==> src/rtl/led_shift_driver.sv <==
// led_shift_driver: serialises a WIDTH-bit LED vector into a 74HC595-style
// shift/latch chain. A frame goes out after reset, on every change of led_in,
// and on a refresh request seen while idle.
// Optional macro LED_SHIFT_DIMMING_EN adds bright[3:0] and PWM dimming on oe_n.
module led_shift_driver #(
  parameter int WIDTH     = 16,
  parameter int DIV       = 2,
  parameter bit MSB_FIRST = 1'b1
) (
  input  logic             clk,
  input  logic             rst,
  input  logic [WIDTH-1:0] led_in,
  input  logic             refresh,
`ifdef LED_SHIFT_DIMMING_EN
  input  logic [3:0]       bright,
`endif
  output logic             ser,
  output logic             srclk,
  output logic             rclk,
  output logic             oe_n,
  output logic             busy,
  output logic             done
);

  localparam int DIV_W = $clog2(DIV + 1);
  localparam int CNT_W = $clog2(WIDTH + 1);
  localparam logic [DIV_W-1:0] DIV_LAST = DIV_W'(DIV - 1);
  localparam logic [CNT_W-1:0] BIT_LAST = CNT_W'(WIDTH - 1);

  typedef enum logic [1:0] {IDLE, SHIFT, LATCH, DONE} state_t;

  state_t           state_q, state_d;
  logic [WIDTH-1:0] shift_reg_q, shift_reg_d;
  logic [WIDTH-1:0] shadow_q, shadow_d;
  logic             pending_q, pending_d;
  logic [CNT_W-1:0] bit_cnt_q, bit_cnt_d;
  logic [DIV_W-1:0] div_cnt_q, div_cnt_d;
  logic             ser_q, ser_d;
  logic             srclk_q, srclk_d;
  logic             rclk_q, rclk_d;
  logic             busy_q, busy_d;
  logic             done_q, done_d;
  logic             latched_q, latched_d;

  logic             start;
  logic [WIDTH-1:0] shifted;
  logic             first_bit;
  logic             next_bit;

  assign start = pending_q | refresh | (led_in != shadow_q);

  // Bit ordering: which end of the vector leaves first and how the register advances
  always_comb begin
    if (MSB_FIRST) begin
      shifted   = {shift_reg_q[WIDTH-2:0], 1'b0};
      next_bit  = shift_reg_q[WIDTH-2];
      first_bit = led_in[WIDTH-1];
    end else begin
      shifted   = {1'b0, shift_reg_q[WIDTH-1:1]};
      next_bit  = shift_reg_q[1];
      first_bit = led_in[0];
    end
  end

  // Next-state and next-output logic for the frame sequencer
  always_comb begin
    state_d     = state_q;
    shift_reg_d = shift_reg_q;
    shadow_d    = shadow_q;
    pending_d   = pending_q;
    bit_cnt_d   = bit_cnt_q;
    div_cnt_d   = div_cnt_q;
    ser_d       = ser_q;
    srclk_d     = srclk_q;
    rclk_d      = rclk_q;
    busy_d      = busy_q;
    done_d      = 1'b0;
    latched_d   = latched_q;
    case (state_q)
      IDLE: begin
        if (start) begin
          shift_reg_d = led_in;
          shadow_d    = led_in;
          pending_d   = 1'b0;
          bit_cnt_d   = '0;
          div_cnt_d   = '0;
          ser_d       = first_bit;
          srclk_d     = 1'b0;
          busy_d      = 1'b1;
          state_d     = SHIFT;
        end
      end
      SHIFT: begin
        if (div_cnt_q == DIV_LAST) begin
          div_cnt_d = '0;
          if (!srclk_q) begin
            srclk_d = 1'b1;
          end else begin
            srclk_d     = 1'b0;
            shift_reg_d = shifted;
            bit_cnt_d   = bit_cnt_q + CNT_W'(1);
            ser_d       = next_bit;
            if (bit_cnt_q == BIT_LAST) begin
              ser_d   = 1'b0;
              rclk_d  = 1'b1;
              state_d = LATCH;
            end
          end
        end else begin
          div_cnt_d = div_cnt_q + DIV_W'(1);
        end
      end
      LATCH: begin
        if (div_cnt_q == DIV_LAST) begin
          div_cnt_d = '0;
          rclk_d    = 1'b0;
          busy_d    = 1'b0;
          done_d    = 1'b1;
          latched_d = 1'b1;
          state_d   = DONE;
        end else begin
          div_cnt_d = div_cnt_q + DIV_W'(1);
        end
      end
      DONE: begin
        state_d = IDLE;
      end
      default: begin
        state_d = IDLE;
      end
    endcase
  end

  // State and registered outputs; reset aborts any frame without latching
  always_ff @(posedge clk) begin
    if (rst) begin
      state_q     <= IDLE;
      shift_reg_q <= '0;
      shadow_q    <= '0;
      pending_q   <= 1'b1;
      bit_cnt_q   <= '0;
      div_cnt_q   <= '0;
      ser_q       <= 1'b0;
      srclk_q     <= 1'b0;
      rclk_q      <= 1'b0;
      busy_q      <= 1'b0;
      done_q      <= 1'b0;
      latched_q   <= 1'b0;
    end else begin
      state_q     <= state_d;
      shift_reg_q <= shift_reg_d;
      shadow_q    <= shadow_d;
      pending_q   <= pending_d;
      bit_cnt_q   <= bit_cnt_d;
      div_cnt_q   <= div_cnt_d;
      ser_q       <= ser_d;
      srclk_q     <= srclk_d;
      rclk_q      <= rclk_d;
      busy_q      <= busy_d;
      done_q      <= done_d;
      latched_q   <= latched_d;
    end
  end

  assign ser   = ser_q;
  assign srclk = srclk_q;
  assign rclk  = rclk_q;
  assign busy  = busy_q;
  assign done  = done_q;

`ifdef LED_SHIFT_DIMMING_EN
  logic [3:0] pwm_cnt_q, pwm_cnt_d;

  assign pwm_cnt_d = pwm_cnt_q + 4'd1;

  // Free-running PWM phase counter for brightness control
  always_ff @(posedge clk) begin
    if (rst) begin
      pwm_cnt_q <= '0;
    end else begin
      pwm_cnt_q <= pwm_cnt_d;
    end
  end

  assign oe_n = ~latched_q | (pwm_cnt_q >= bright);
`else
  assign oe_n = ~latched_q;
`endif

endmodule

==> config.mk <==
export PLATFORM = sky130hd
export DESIGN_NAME = led_shift_driver
export DESIGN_NICKNAME = d
export VERILOG_FILES = /design/src/rtl/led_shift_driver.sv
export SDC_FILE = /design/constraint.sdc
export NUM_CORES = 1
export LEC_CHECK = 0
export CAP_MARGIN = 30
export CORE_MARGIN = 8
export CORE_UTILIZATION = 51
export DETAILED_ROUTE_END_ITERATION = 10
export GPL_ROUTABILITY_DRIVEN = 0
export PLACE_DENSITY = 0.73
export SYNTH_ARGS = -nofsm -noshare
export SYNTH_HDL_FRONTEND = slang
export SYNTH_SLANG_ARGS = --single-unit
==> constraint.sdc <==
create_clock -name clk -period 5.25 [get_ports clk]
set_input_delay 1.05 -clock clk [delete_from_list [all_inputs] [get_ports clk]]
set_output_delay 1.05 -clock clk [all_outputs]
set_load 0.01 [all_outputs]
# Word-level counts from Yosys, hierarchy flattened
# Index checks and enable logic that the tools add are counted.
# word_totals
regBits	47
inputBits	19
output_inout_bits	6
elab_cells	78
# classes
addsub	2
n_eq_ne	11
n_mux	34
bitwise	4
n_reduce_logical	15
# ops
op	count
two-way mux 15 bit	3
one-hot mux 15 bit (2 select lines)	1
!= test 16 bit	1
two-way mux 5 bit	3
two-way mux 2 bit	7
two-way mux 1 bit	13
!= test 2 bit, second input constant	5
one-hot mux 5 bit (2 select lines)	1
AND reduction 5 bit	2
one-hot mux 1 bit (2 select lines)	4
one-hot mux 2 bit (4 select lines)	1
nonzero test 2 bit	4
AND reduction 2 bit	3
AND reduction 3 bit	2
adder 5 x 1 -> 5 bit, second input constant	1
equality test 5 x 4 -> 1 bit, second input constant	1
equality test 2 x 1 -> 1 bit, second input constant	2
equality test 2 bit, second input constant	2
one-hot mux 2 bit (2 select lines)	1
AND reduction 4 bit	1
OR reduction 2 bit	2
adder 2 x 1 -> 2 bit, second input constant	1
logical NOT 2 bit	1
inverter 1 bit	2
bitwise OR 1 bit	2

# Logic depth before layout (Yosys ltp)
# depth
depth_word	5
ltp_mapped	8
mapped_depth_nobuf	8

# Least setup slack after synthesis
# OpenSTA, ideal clock, no wires.
# synth_timing
path_type	input to register
startpoint	input port led_in[6]
endpoint	register bit_cnt_q[3]
setup_ns	0.123
arrival_ns	2.585
path_slack_ns	2.542
cell_stages	7
path_cell_list	xor2_1 or3_4 or4_4 buf_6 buf_12 o2111ai_1 o21ai_1
# synth_between
elab_chain_cells	4
# synth_rtl
element	line_no	rtl
start: declaration	12	input logic [WIDTH-1:0] led_in,
!= test 16 bit	50	assign start = pending_q | refresh | (led_in != shadow_q);
bitwise OR 1 bit	50	
!= test 2 bit (no line)	--	
AND reduction 4 bit (no line)	--	
end signal: assignment	154	bit_cnt_q <= bit_cnt_d;
end: declaration	36	logic [CNT_W-1:0] bit_cnt_q, bit_cnt_d;
# No other way between the ends.
# A chain may end at the register's enable or synchronous reset.

# Worst setup path in the final report
# layout_timing
startpoint	input port led_in[6]
endpoint	register bit_cnt_q[4]
# The elaborated chain is that of the path after synthesis.

==> results.py <==
metrics = {
    "pwr": {
        "power.density_mw_per_mm2": 482,
        "p_switching_uw": 507,
        "clkPwrFrac_pct": 17.3,
        "internal_power_uw": 875,
        "combPwrFrac_pct": 44.8,
        "swShare_pct": 36.7,
        "p_leak_nw": 1.27,
        "power.share.sequential_pct": 37.9,
        "power_mw": 1.38,
        "vdd_drop_max_mv": 0.240,
    },
    "yosys": {
        "seq_area_frac_synth_pct": 37.4,
        "syn_inst": 270,
        "syn_nets": 294,
        "yosysUniqueCellTypes": 47,
        "yosys_warnings": 0,
        "synth_area_per_cell_um2": 9.32,
        "synth_seq_cells": 47,
        "async_flop_share_pct": 0,
        "syn_area_mm2": 0.00252,
        "ys.flop_type": "dfxtp_1",
        "synth_edf_count": 0,
    },
    "timing": {
        "rsz0062_at_grt": "no",
        "clock_skew_ns": 0.00712,
        "fin_setup_tns_ns": 0,
        "slew_headroom_pct": 62.1,
        "worst_slew_pin_slew_ns": 0.567,
        "final_max_slew_viol_count": 0,
        "finalSetupViolCount": 0,
        "post-route-min-period_ns": 3.12,
        "hold_ws_ns": 0.460,
        "finalCritPeriodShare_pct": 59.5,
        "hold_viol_final": 0,
        "fmax_mhz": 320,
        "worst_slack_ns": 2.13,
    },
    "placed_design": {
        "dp_cells": 349,
        "dp_slack_ns": 1.82,
        "hpwl_um": 3640,
        "io_buffers": 24,
    },
    "cells_and_area": {
        "diodes": 0,
        "areaGrowthSynthToFinish_pct": 13.9,
        "nFillCells": 456,
        "final_cell_mix": "nand2_1 (49), dfxtp_1 (47), mux2i_1 (34)",
        "nNetsFinal": 313,
        "mostFrequentLayoutCell": "nand2_1",
        "drive_gt1_share_pct": 8.97,
        "final_cells": 357,
    },
    "floorplan": {
        "pin_count": 25,
        "die_area_mm2": 0.00744,
        "die_h_um": 86.3,
        "num_rows": 25,
        "fp.dieW_um": 86.3,
        "initial_core_util_pct": 52.9,
        "core_area_mm2": 0.00475,
    },
    "worst_setup_path": {
        "start_kind": "input pin",
        "cp_max_fo": 20,
        "crit_path_end_kind": "register",
        "r2r_cells": 5,
        "r2r_setup_slack_ns": 3.01,
        "crit_required_ns": 5.48,
        "worstSetupPathType": "input pin to register",
        "worstPathArrival_ns": 3.35,
    },
    "flow_run": {
        "drv_cap": 0,
    },
    "route": {
        "wl_um": 5150,
        "drc_errors": 0,
        "wl_per_cell_um": 14.4,
        "first_iter_violations": 104,
        "drt-vias-per-instance": 5.34,
        "vias": 1906,
        "drt_first_pass_iters": 4,
        "final_antenna_net_count": 0,
    },
    "global_route": {
        "gr-total-overflow": 0,
        "grt_usage_pct": 15.1,
        "grt_pass1_wl_um": 8950,
        "grt_max_degree": 35,
        "antenna_found_initial": 0,
        "grt_pass1_vias": 1883,
    },
    "clocking": {
        "cts-root-buf": "clkbuf_8",
        "cts-resized-gates": 0,
        "numCtsBuffers": 5,
        "cts_max_level": 2,
        "post_cts_buffers": 0,
        "cts_tree": "yes",
        "holdBufCountCts": 0,
        "cts_max_path_buffers": 2,
        "clkTransAtPathRegs_ns": 0.09,
        "clock-sinks": 47,
        "clk_latency_ns": 0.30,
    },
    "hold_path": {
        "hold_path_class": "register to register",
        "worstHoldPathCells": 2,
    },
    "outcome": {
        "status": "finished clean",
    },
}
[Yosys cell counts, drive strengths merged, types with 3 or more instances]
library cell	n	share of area (%)
xnor2	8	2.8
a31oi	4	0.99
inv	8	1.2
o22ai	3	0.75
o211ai	15	6.1
o21ai	6	1.2
xor2	8	2.8
buf	7	2.5
nand2	49	7.3
a21oi	9	1.9
and3	5	1.2
o211a	14	5.6
clkbuf	9	1.5
ha	5	2.5
dfxtp	47	37
nor2b	3	0.75
mux2i	34	14
nor2	9	1.3
[final cells by class]
cell class              count  area, um^2  share of cell area (%)
inverters                   9        33.8                    1.18
multi-input cells         196        1420                    49.5
clock buffers               8         100                    3.49
repair buffers             30         289                    10.1
well taps                  67        83.8                    2.92
flip-flops and latches     47         941                    32.8
[power groups by stage]
stage                     clock [mW]  sequential (mW)  combinational, mW
final                          0.239            0.523              0.619
after global routing           0.260            0.536              0.678
after CTS                      0.244            0.523              0.624
after detailed placement           0            0.531              0.620
after global placement             0            0.528              0.604
after floorplan                    0            0.521              0.486
[metrics by stage]
step	utilization [%]	instance area, um^2
2_1_floorplan	-	2520
3_3_place_gp	58.0	2760
3_5_place_dp	58.2	2770
4_1_cts	60.3	2870
5_1_grt	60.3	2870
6_report	60.3	2870
[cell families after synthesis]
kind of cell,Yosys count,share of synthesized area [%]
AO/OA/AOI/OAI,61,19.9
XOR/XNOR,16,5.57
adder cells (fa/ha/maj),5,2.49
buffers and inverters,27,6.21
flip-flops,47,37.4
multiplexers,34,13.5
AND/OR/NAND/NOR,80,15.0
[worst max-delay path, cell delays in order]
cell,delay (ns)
clkdlybuf4s50_1,0.45
xor2_1,0.15
or3_4,0.34
or4_4,0.70
o21ai_1,0.40
mux2i_1,0.25
[path summary, 6_finish.rpt]
check / start / endpoint
max reg2reg: shadow_q[6]$_SDFFE_PP0P_ / bit_cnt_q[4]$_SDFFE_PP0P_
min reg2reg: latched_q$_SDFFE_PP0P_ / latched_q$_SDFFE_PP0P_
max: led_in[6] / bit_cnt_q[4]$_SDFFE_PP0P_
min: latched_q$_SDFFE_PP0P_ / latched_q$_SDFFE_PP0P_
[registers in the layout, summed over array words and instances, names as in the netlist]
signal	flops
busy	1
shadow_q	16
pending_q	1
srclk	1
ser	1
rclk	1
div_cnt_q	2
bit_cnt_q	5
state_q	2
done	1
latched_q	1
shift_reg_q	15
[metal layers]
metal	wire (um)	vias to the layer above	global-route usage (%)
met4	70	0	5.16
met3	236	5	4.25
met2	2360	36	24.2
li1	-	995	-
met1	2480	870	18.8
met5	0	-	0
Note: power is estimated with default switching activity, not from simulation.
